$ cat src/rtl/mems_sampler.sv
// mems_sampler: periodically samples the X/Y/Z axes of a MEMS sensor through
// a SPI peripheral reached over a master bus, and exposes the results and
// status over a CPU slave bus.
// Optional feature: define MEMS_SAMPLER_TIMEOUT_EN to bound the wait for the
// end of an SPI transfer with a 16-bit timeout counter.
module mems_sampler #(
  parameter int unsigned LGPERIOD = 24
) (
  input  logic        i_clk,
  input  logic        i_reset_n,
  // CPU slave bus
  input  logic        i_wb_cyc,
  input  logic        i_wb_stb,
  input  logic        i_wb_we,
  input  logic [2:0]  i_wb_addr,
  input  logic [31:0] i_wb_data,
  output logic        o_wb_ack,
  output logic        o_wb_stall,
  output logic [31:0] o_wb_data,
  // master bus to the MEMS SPI peripheral
  output logic        o_mw_cyc,
  output logic        o_mw_stb,
  output logic        o_mw_we,
  output logic [7:0]  o_mw_addr,
  output logic [31:0] o_mw_data,
  input  logic        i_mw_ack,
  input  logic        i_mw_stall,
  input  logic [31:0] i_mw_data,
  input  logic        i_mems_done,
  output logic        o_int
);

  typedef enum logic [2:0] {
    S_IDLE,
    S_POLL,
    S_CMD,
    S_WAIT_DONE,
    S_READ,
    S_COMMIT
  } state_t;

  localparam logic [7:0] ADDR_X = 8'hE8;
  localparam logic [7:0] ADDR_Y = 8'hEA;
  localparam logic [7:0] ADDR_Z = 8'hEC;

  state_t              state;
  logic [1:0]          axis;
  logic [15:0]         shadow_x, shadow_y, shadow_z;
  logic [15:0]         reg_x, reg_y, reg_z;
  logic [7:0]          sample_cnt;
  logic                sts_new, sts_overrun, sts_timeout;
  logic                ctrl_enable;
  logic [LGPERIOD-1:0] ctrl_period, period_cnt;
  logic [LGPERIOD-1:0] wr_period, wr_reload, cur_reload;
  logic                busy, tick, ctrl_wr, status_wr, mw_done;
  logic [7:0]          axis_addr, next_axis_addr;
  logic [31:0]         ctrl_rd, status_rd, rd_mux;
  logic                unused_inputs;

`ifdef MEMS_SAMPLER_TIMEOUT_EN
  logic [15:0]         wait_cnt;
`else
  assign sts_timeout = 1'b0;
`endif

  assign o_wb_stall    = 1'b0;
  assign o_mw_data     = '0;
  assign unused_inputs = &{1'b0, i_wb_data[7:3], i_mw_data[30:16]};

  // Bus decode, tick generation and per-axis address selection
  always_comb begin
    busy      = (state != S_IDLE);
    tick      = ctrl_enable && (period_cnt == '0);
    ctrl_wr   = i_wb_cyc && i_wb_stb && i_wb_we && (i_wb_addr == 3'd0);
    status_wr = i_wb_cyc && i_wb_stb && i_wb_we && (i_wb_addr == 3'd1);
    mw_done   = o_mw_cyc && i_mw_ack;
    wr_period = i_wb_data[8 +: LGPERIOD];
    // period 0 and period 1 both give a tick every cycle
    wr_reload  = (wr_period == '0) ? '0 : wr_period - 1'b1;
    cur_reload = (ctrl_period == '0) ? '0 : ctrl_period - 1'b1;
    case (axis)
      2'd0:    axis_addr = ADDR_X;
      2'd1:    axis_addr = ADDR_Y;
      default: axis_addr = ADDR_Z;
    endcase
    case (axis)
      2'd0:    next_axis_addr = ADDR_Y;
      default: next_axis_addr = ADDR_Z;
    endcase
  end

  // Register read mux
  always_comb begin
    ctrl_rd                 = '0;
    ctrl_rd[8 +: LGPERIOD]  = ctrl_period;
    ctrl_rd[0]              = ctrl_enable;
    status_rd = {16'h0000, sample_cnt, 4'h0, sts_timeout, sts_overrun, sts_new, busy};
    case (i_wb_addr)
      3'd0:    rd_mux = ctrl_rd;
      3'd1:    rd_mux = status_rd;
      3'd2:    rd_mux = {16'h0000, reg_x};
      3'd3:    rd_mux = {16'h0000, reg_y};
      3'd4:    rd_mux = {16'h0000, reg_z};
      default: rd_mux = '0;
    endcase
  end

  // Slave ack follows strobe by one cycle, with read data alongside
  always_ff @(posedge i_clk) begin
    if (!i_reset_n) begin
      o_wb_ack  <= 1'b0;
      o_wb_data <= '0;
    end else begin
      o_wb_ack <= i_wb_stb;
      if (i_wb_stb)
        o_wb_data <= rd_mux;
    end
  end

  // CTRL register and sample-period counter
  always_ff @(posedge i_clk) begin
    if (!i_reset_n) begin
      ctrl_period <= '0;
      ctrl_enable <= 1'b0;
      period_cnt  <= '0;
    end else if (ctrl_wr) begin
      ctrl_period <= wr_period;
      ctrl_enable <= i_wb_data[0];
      period_cnt  <= wr_reload;
    end else if (tick) begin
      period_cnt  <= cur_reload;
    end else if (period_cnt != '0) begin
      period_cnt  <= period_cnt - 1'b1;
    end
  end

  // Sampling sequencer, master bus requests, results and status flags
  always_ff @(posedge i_clk) begin
    if (!i_reset_n) begin
      state       <= S_IDLE;
      axis        <= '0;
      o_mw_cyc    <= 1'b0;
      o_mw_stb    <= 1'b0;
      o_mw_we     <= 1'b0;
      o_mw_addr   <= '0;
      shadow_x    <= '0;
      shadow_y    <= '0;
      shadow_z    <= '0;
      reg_x       <= '0;
      reg_y       <= '0;
      reg_z       <= '0;
      sample_cnt  <= '0;
      sts_new     <= 1'b0;
      sts_overrun <= 1'b0;
      o_int       <= 1'b0;
`ifdef MEMS_SAMPLER_TIMEOUT_EN
      wait_cnt    <= '0;
      sts_timeout <= 1'b0;
`endif
    end else begin
      o_int <= 1'b0;

      // CPU clears come first so that set events below take priority
      if (status_wr) begin
        if (i_wb_data[1]) sts_new     <= 1'b0;
        if (i_wb_data[2]) sts_overrun <= 1'b0;
`ifdef MEMS_SAMPLER_TIMEOUT_EN
        if (i_wb_data[3]) sts_timeout <= 1'b0;
`endif
      end
      if (tick && busy)
        sts_overrun <= 1'b1;

      // strobe retires once the peripheral accepts it; cycle waits for ack
      if (o_mw_stb && !i_mw_stall)
        o_mw_stb <= 1'b0;

      case (state)
        S_IDLE: begin
          if (tick) begin
            state     <= S_POLL;
            axis      <= 2'd0;
            o_mw_cyc  <= 1'b1;
            o_mw_stb  <= 1'b1;
            o_mw_we   <= 1'b0;
            o_mw_addr <= ADDR_X;
          end
        end

        S_POLL: begin
          if (mw_done) begin
            o_mw_cyc  <= 1'b1;
            o_mw_stb  <= 1'b1;
            o_mw_addr <= axis_addr;
            if (i_mw_data[31]) begin
              o_mw_we <= 1'b0;
            end else begin
              o_mw_we <= 1'b1;
              state   <= S_CMD;
            end
          end
        end

        S_CMD: begin
          if (mw_done) begin
            state    <= S_WAIT_DONE;
            o_mw_cyc <= 1'b0;
            o_mw_stb <= 1'b0;
            o_mw_we  <= 1'b0;
`ifdef MEMS_SAMPLER_TIMEOUT_EN
            wait_cnt <= '0;
`endif
          end
        end

        S_WAIT_DONE: begin
          if (i_mems_done) begin
            state     <= S_READ;
            o_mw_cyc  <= 1'b1;
            o_mw_stb  <= 1'b1;
            o_mw_we   <= 1'b0;
            o_mw_addr <= axis_addr;
`ifdef MEMS_SAMPLER_TIMEOUT_EN
          end else if (wait_cnt == 16'hFFFF) begin
            sts_timeout <= 1'b1;
            state       <= S_IDLE;
            o_mw_cyc    <= 1'b0;
            o_mw_stb    <= 1'b0;
            o_mw_we     <= 1'b0;
          end else begin
            wait_cnt <= wait_cnt + 16'd1;
`endif
          end
        end

        S_READ: begin
          if (mw_done) begin
            case (axis)
              2'd0:    shadow_x <= i_mw_data[15:0];
              2'd1:    shadow_y <= i_mw_data[15:0];
              default: shadow_z <= i_mw_data[15:0];
            endcase
            o_mw_cyc <= 1'b0;
            o_mw_stb <= 1'b0;
            o_mw_we  <= 1'b0;
            if (axis == 2'd2) begin
              state <= S_COMMIT;
            end else begin
              state     <= S_POLL;
              axis      <= axis + 2'd1;
              o_mw_cyc  <= 1'b1;
              o_mw_stb  <= 1'b1;
              o_mw_addr <= next_axis_addr;
            end
          end
        end

        S_COMMIT: begin
          reg_x      <= shadow_x;
          reg_y      <= shadow_y;
          reg_z      <= shadow_z;
          sts_new    <= 1'b1;
          sample_cnt <= sample_cnt + 8'd1;
          o_int      <= 1'b1;
          state      <= S_IDLE;
        end

        default: state <= S_IDLE;
      endcase
    end
  end

endmodule

$ cat config.mk
export PLATFORM = sky130hd
export DESIGN_NAME = mems_sampler
export DESIGN_NICKNAME = d
export VERILOG_FILES = /design/src/rtl/mems_sampler.sv
export SDC_FILE = /design/constraint.sdc
export NUM_CORES = 1
export LEC_CHECK = 0
export BUFFER_PORTS_ARGS = -buffer_cell sky130_fd_sc_hd__buf_4
export CAP_MARGIN = 20
export CORE_ASPECT_RATIO = 1.1
export CORE_MARGIN = 10
export CORE_UTILIZATION = 62
export DETAILED_ROUTE_END_ITERATION = 12
export PLACE_DENSITY = 0.86
export SYNTH_ARGS = -nofsm -noshare
export SYNTH_HDL_FRONTEND = slang
export SYNTH_SLANG_ARGS = --single-unit
$ cat constraint.sdc
create_clock -name i_clk -period 6.9 [get_ports i_clk]
set_clock_uncertainty 0.2 [all_clocks]
set_input_delay 0 -clock i_clk [delete_from_list [all_inputs] [get_ports i_clk]]
set_output_delay 0 -clock i_clk [all_outputs]
set_load 0.01 [all_outputs]
==> results by group, run 1 <==
Layout
  • Commonest cells after routing, fill and taps aside: 290 x nand2_1, 200 x dfxtp_1, 128 x a21boi_0, 107 x buf_4, 67 x dlygate4sd3_1
  • Synthesis-to-finish area growth: 19.1%
  • Cell Count, Final, Fillers Out: 1580
  • Antenna Cells: 0
  • Filler cells: 1124
  • Nets: 1452
  • Fraction of layout cells with a size suffix above 1: 11.7%
  • Final core occ: 76.2%
  • Commonest non-fill, non-tap cell in the layout: nand2_1

Floorplan
  • Die width: 142 um
  • I/O pin count: 153
  • Initial Utilization: 63.9%
  • Num rows: 48
  • Chip height: 154 um
  • Die area: 21900 sq um
  • Core region area: 15900 sq um

Placed design
  • Number of port buffers: 97
  • Placed cells: 1481
  • Routability Congestion: 0.943
  • Place WS: 3.59 ns
  • Dpl hpwl: 18700 um

STA
  • Rel. slew slack: 31.6%
  • Final setup viols: 0
  • Hold_ws: 0.101 ns
  • Tmin final: 3.36 ns
  • RSZ-0062 raised after global routing: no
  • Setup tns final: 0 ns
  • Worst Slack Setup Final: 3.54 ns
  • Final hold viol count: 0
  • Tcrit/Tclk final: 48.6%
  • Slew @ Worst Pin: 1.03 ns
  • Fmax: 298 MHz
  • Final Slew Violations: 0

Clock tree
  • Clk buf depth: 2
  • CTS Buf Count: 17
  • Clk_lat worst skew: 0.44 ns
  • # H-tree levels: 4
  • Num Clock Sinks: 200
  • CTS-repair resized insts: 0
  • Clock-pin slew on the worst setup and hold paths: 0.07 ns
  • CTS tree: done
  • CTS Root Cell: clkbuf_16

Synthesis
  • Register area share after synthesis: 39.5%
  • Yosys warns: 0
  • Top_reg_cell synth: dfxtp_1
  • Synth cell types: 58
  • Asr flop ratio synth: 0%
  • Post-Syn Area: 10100 sq um
  • #FFs+latches synth: 200
  • Number of synthesized flops with an enable pin: 0
  • Post-Syn Instances: 1261
  • Syn avg cell area: 8.04 sq um

Critical path
  • Worst r2r src: period_cnt[8]
  • Crit. End Element: register
  • Kind of critical path: register to register
  • R2R cell count: 7
  • WP data arrival: 3.50 ns
  • FF-to-FF End: o_mw_cyc
  • Type of origin of the critical path: register
  • R2R Setup Slk: 3.54 ns
  • CP Max Fanout: 15
  • Critical Path RT: 7.04 ns

Global routing
  • Vias in the first global route: 9219
  • Total gr overflow: 0
  • Pin count of the biggest net entering global routing: 129
  • Gr usage total: 26.1%
  • Initial antenna violation count: 0
  • First-pass GRT wire length: 47100 um

Detailed routing
  • Highest routing layer actually used: met4
  • Routed Antenna Nets: 0
  • Post-Route WL: 29400 um
  • Routed wire per std cell: 18.6 um
  • Met1 WL: 11000 um
  • Initial DRT Pass Iterations: 5
  • DR vias/cell: 5.97
  • Wire length on met2: 15300 um
  • WL met3: 1720 um
  • Starting DRT DRC Count: 839
  • Detailed-route via count: 9427
  • # DRC: 0

Worst hold path
  • Worst hold stages: 6
  • Hold wc startpoint: i_wb_we
  • Worst hold path class: input port to register
  • WHS Endpoint: sts_overrun

Power
  • P per Cell Area: 264 nW/um^2
  • P_leak: 0.00447 uW
  • VDD IR-drop max: 193 uV

Outcome
  • Status: complete, no violations

Flow run
  • Max Cap Viol: 0
## timing repair
item / 4_1_cts / 5_1_grt
hold buffers: 67 / 0
setup buffers: 0 / 0
endpoints found under the hold margin: 151 / 0
## worst max-delay path by stage
stage | startpoint | end | slack (ns) | cells past startpoint
5_1_grt | period_cnt[8] | o_mw_cyc | 3.40 | 7
3_3_place_gp | period_cnt[8] | o_mw_cyc | 3.62 | 7
4_1_cts | period_cnt[8] | o_mw_cyc | 3.55 | 7
3_5_place_dp | period_cnt[8] | o_mw_cyc | 3.59 | 7
2_1_floorplan | period_cnt[8] | period_cnt[16] | 4.20 | 6
6_report | period_cnt[8] | o_mw_cyc | 3.54 | 7
## power breakdown
group | switching (uW) | internal (uW)
Combinational | 428 | 323
Sequential | 73.6 | 1220
Clock | 465 | 680
## area by class of cell
cell class | count | area [sq um] | share of cell area (%)
repair buffers | 174 | 1470 | 12.2
flip-flops and latches | 200 | 4000 | 33.2
well taps | 200 | 250 | 2.07
clock buffers | 20 | 467 | 3.86
multi-input cells | 958 | 5610 | 46.5
inverters | 16 | 60.1 | 0.497
clock inverters | 12 | 211 | 1.75
## cell usage after synthesis, drive strengths merged, types with 2 or more instances
master	n	area share, %
xnor2	33	2.9
and4	2	0.17
mux2i	8	0.79
buf	49	3.4
or4	14	1.1
mux2	9	1.0
inv	16	0.59
nor3	36	1.8
nand4	8	0.49
xor2	29	2.5
o221ai	2	0.17
o21a	4	0.30
nand3b	6	0.44
and2	17	1.0
or3	14	0.91
clkbuf	72	2.7
o22ai	24	1.5
o41ai	3	0.26
a22oi	26	2.1
nor3b	4	0.30
o31ai	3	0.36
nor2b	63	3.9
a21oi	56	2.8
nand2	290	11
a32oi	5	0.43
a21boi	128	9.5
nor4b	3	0.26
nand4b	6	0.52
ha	10	1.2
nor2	40	1.5
dfxtp	200	39
o21ai	25	1.2
nand3	12	0.59
o211a	2	0.20
nor4	21	1.4
a211o	3	0.26
and3	3	0.19
nand2b	6	0.37
## registers in the layout, summed over array words and instances (netlist names), 2 cells and up
signal / cells
axis: 2
reg_y: 16
shadow_y: 16
reg_x: 16
reg_z: 16
o_mw_addr: 3
o_wb_data: 32
state: 3
shadow_z: 16
sample_cnt: 8
ctrl_period: 24
shadow_x: 16
period_cnt: 24
## per-layer routing
| layer | global-route usage (%) | vias to the layer above |
|---|---|---|
| met5 | 0 | - |
| met3 | 4.50 | 101 |
| li1 | - | 4464 |
| met1 | 28.8 | 4485 |
| met4 | 13.8 | 0 |
| met2 | 46.4 | 377 |
## worst max-delay path, cell delays in order, from the launching register on
cell and delay, ns:
dfxtp_1 0.34, or4_4 0.55, or4_1 0.66, nor3_2 0.71, buf_4 0.29, o21ai_1 0.14, o21a_1 0.20, o21a_1 0.15
## metrics by stage
stage	cell area [sq um]	total power, uW
finish	12100	3190
global route	12100	3330
CTS	12100	3160
detailed placement	10700	2010
global placement	10700	1990
floorplan	10300	1880
## cells by family after synthesis
| kind of cell | after synthesis | synth area share, % |
|---|---|---|
| AO/OA/AOI/OAI | 288 | 19.7 |
| flip-flops | 200 | 39.5 |
| buffers and inverters | 137 | 6.65 |
| multiplexers | 17 | 1.79 |
| AND/OR/NAND/NOR | 546 | 25.8 |
| XOR/XNOR | 62 | 5.36 |
| adder cells (fa/ha/maj) | 10 | 1.23 |
| other | 1 | 0.0370 |
(Power assumes the default switching activity.)
==> run 2, diff against run 1 <==
--- a/config.mk
+++ b/config.mk
@@ -9,9 +9,9 @@
 export CAP_MARGIN = 20
 export CORE_ASPECT_RATIO = 1.1
 export CORE_MARGIN = 10
-export CORE_UTILIZATION = 62
+export CORE_UTILIZATION = 52
 export DETAILED_ROUTE_END_ITERATION = 12
-export PLACE_DENSITY = 0.86
+export PLACE_DENSITY = 0.77
 export SYNTH_ARGS = -nofsm -noshare
 export SYNTH_HDL_FRONTEND = slang
 export SYNTH_SLANG_ARGS = --single-unit
==> constraint.sdc (replaced) <==
create_clock -name i_clk -period 2.7 [get_ports i_clk]
set_clock_uncertainty 0.2 [all_clocks]
set_input_delay 0 -clock i_clk [delete_from_list [all_inputs] [get_ports i_clk]]
set_output_delay 0 -clock i_clk [all_outputs]
set_load 0.01 [all_outputs]
==> results by group, run 2 (synthesis gave the netlist of run 1 again) <==
Outcome
  • Status: complete, no violations

Global routing
  • Pin count of the biggest net entering global routing: 151
  • Vias in the first global route: 9073
  • First-pass GRT wire length: 45800 um
  • Total gr overflow: 0
  • Gr usage total: 21.5%
  • Initial antenna violation count: 0

Power
  • Clock Power Share: 30.1%
  • VDD IR-drop max: 585 uV
  • Psw: 2600 uW
  • P per Cell Area: 668 nW/um^2
  • Combinational power share: 29.6%
  • Reg power frac: 40.3%
  • Net Sw Frac: 31.6%
  • Internal cell power: 5620 uW
  • P_leak: 0.00453 uW

Detailed routing
  • Post-Route WL: 28300 um
  • Starting DRT DRC Count: 715
  • Routed wire per std cell: 17.1 um
  • Routed Antenna Nets: 0
  • Initial DRT Pass Iterations: 6
  • # DRC: 0
  • DR vias/cell: 5.56
  • Detailed-route via count: 9173

Critical path
  • Crit. End Element: register
  • Crit path capture: period_cnt[3]
  • CP Max Fanout: 7
  • Type of origin of the critical path: register
  • R2R cell count: 7
  • R2R Setup Slk: 0.05 ns
  • FF-to-FF End: period_cnt[3]
  • Critical Path RT: 2.86 ns
  • WP data arrival: 2.81 ns
  • Crit path from: period_cnt[15]
  • Kind of critical path: register to register
  • Worst r2r src: period_cnt[15]

Worst hold path
  • Worst hold path class: input port to register

Clock tree
  • CTS tree: done
  • Clk buf depth: 2
  • Setup Fix Bufs, Post-CTS: 0
  • CTS Buf Count: 17
  • # H-tree levels: 4
  • Num Clock Sinks: 200
  • Clock-pin slew on the worst setup and hold paths: 0.07 ns
  • Clk_lat worst skew: 0.44 ns
  • CTS Root Cell: clkbuf_16

STA
  • Final hold viol count: 0
  • Tmin final: 2.65 ns
  • RSZ-0062 raised after global routing: yes
  • Final Slew Violations: 0
  • Final setup viols: 0
  • Slew @ Worst Pin: 0.734 ns
  • Tcrit/Tclk final: 98.1%
  • Worst Slack Setup Final: 0.0503 ns
  • Rel. slew slack: 50.6%
  • Setup tns final: 0 ns
  • Fmax: 377 MHz

Layout
  • Antenna Cells: 0
  • Reg area: 4010 sq um
  • Multi-input combinational cell area: 5700 sq um
  • Commonest non-fill, non-tap cell in the layout: nand2_1
  • Synthesis-to-finish area growth: 21.4%
  • Nets: 1476
  • Commonest cells after routing, fill and taps aside: 289 x nand2_1, 199 x dfxtp_1, 140 x buf_4, 128 x a21boi_0, 63 x nor2b_1
  • Most flops, register: o_wb_data
  • Fraction of layout cells with a size suffix above 1: 15.3%
  • Cell Count, Final, Fillers Out: 1649
  • Max reg flops: 32
  • Final core occ: 64.2%
  • Largest registers: o_wb_data x32, ctrl_period x24, period_cnt x24
  • Filler cells: 1648

Floorplan
  • I/O pin count: 153
  • Die width: 153 um
  • Initial Utilization: 52.9%
  • Core region area: 19200 sq um
  • Num rows: 53
  • Die area: 25500 sq um
  • Chip height: 166 um

Placed design
  • Placed cells: 1567
  • Place WS: -0.00493 ns
  • Routability Congestion: 0.962
  • Dpl hpwl: 19400 um
  • Number of port buffers: 97

Flow run
  • Max Cap Viol: 0
[run 2: cell count changes in the layout (fill, tap and decap cells not counted), moves of 3 or more]
cell / previous run / this run
nor4_2: 2 / 6
nor3_2: 3 / 7
nor4_1: 19 / 14
buf_12: 0 / 3
bufinv_16: 5 / 1
nor3_1: 33 / 28
buf_6: 0 / 3
dlygate4sd3_1: 67 / 52
buf_4: 107 / 140
[run 2: what timing repair did]
item,in CTS,in global routing
gates resized for setup,4,19
hold buffers,52,0
hold endpoints to repair,132,0
endpoints found under the setup margin,5,30
pin swaps,1,2
[run 2: area by class of cell]
cell class                 count  share of cell area (%)
multi-input combinational    958                    46.3
sequential                   200                    32.6
timing repair buffer         198                    13.5
clock buffer                  19                    3.68
tap                          247                    2.51
clock inverter                11                   0.905
inverter                      16                   0.488
[run 2: power groups by stage]
stage	clock network, uW	logic [uW]	registers (uW)
after floorplan	0	1480	3320
after global placement	0	2090	3350
after detailed placement	0	2120	3360
after CTS	2500	2240	3290
after global routing	2620	2690	3330
final	2470	2430	3310
[run 2: metrics by stage]
stage | cell area (sq um) | total power, uW | hold WS, ns
after global placement | 11100 | 5440 | 0.0761
after detailed placement | 11100 | 5480 | 0.0851
after global routing | 12300 | 8640 | 0.0862
after CTS | 12200 | 8040 | 0.0551
after floorplan | 10300 | 4790 | -0.0551
final | 12300 | 8220 | 0.0644
[run 2: worst max-delay path, cell delays in order, from the launching register on]
cell	delay, ns
dfxtp_1	0.33
or4_1	0.56
or3_4	0.40
or3_4	0.45
buf_4	0.19
a211oi_1	0.19
o21ai_0	0.11
a21oi_1	0.16
[run 2: layer usage]
layer | up-vias | routed length, um | GRT usage, %
li1 | 4503 | - | -
met1 | 4285 | 11500 | 25.4
met2 | 300 | 14000 | 36.2
met3 | 85 | 1580 | 4.10
met4 | 0 | 1210 | 11.2
met5 | - | 0 | 0
[run 2: worst min-delay path by stage]
stage	startpoint	endpoint	depth (start not counted)	slack [ns]
after CTS	i_wb_we	sts_new	6	0.06
final	i_wb_we	sts_new	6	0.06
after global routing	i_wb_we	sts_new	6	0.09
after global placement	i_mw_data[12]	shadow_y[12]	3	0.08
after detailed placement	i_mw_data[5]	shadow_x[5]	3	0.09
after floorplan	i_mw_data[0]	shadow_z[0]	2	-0.06
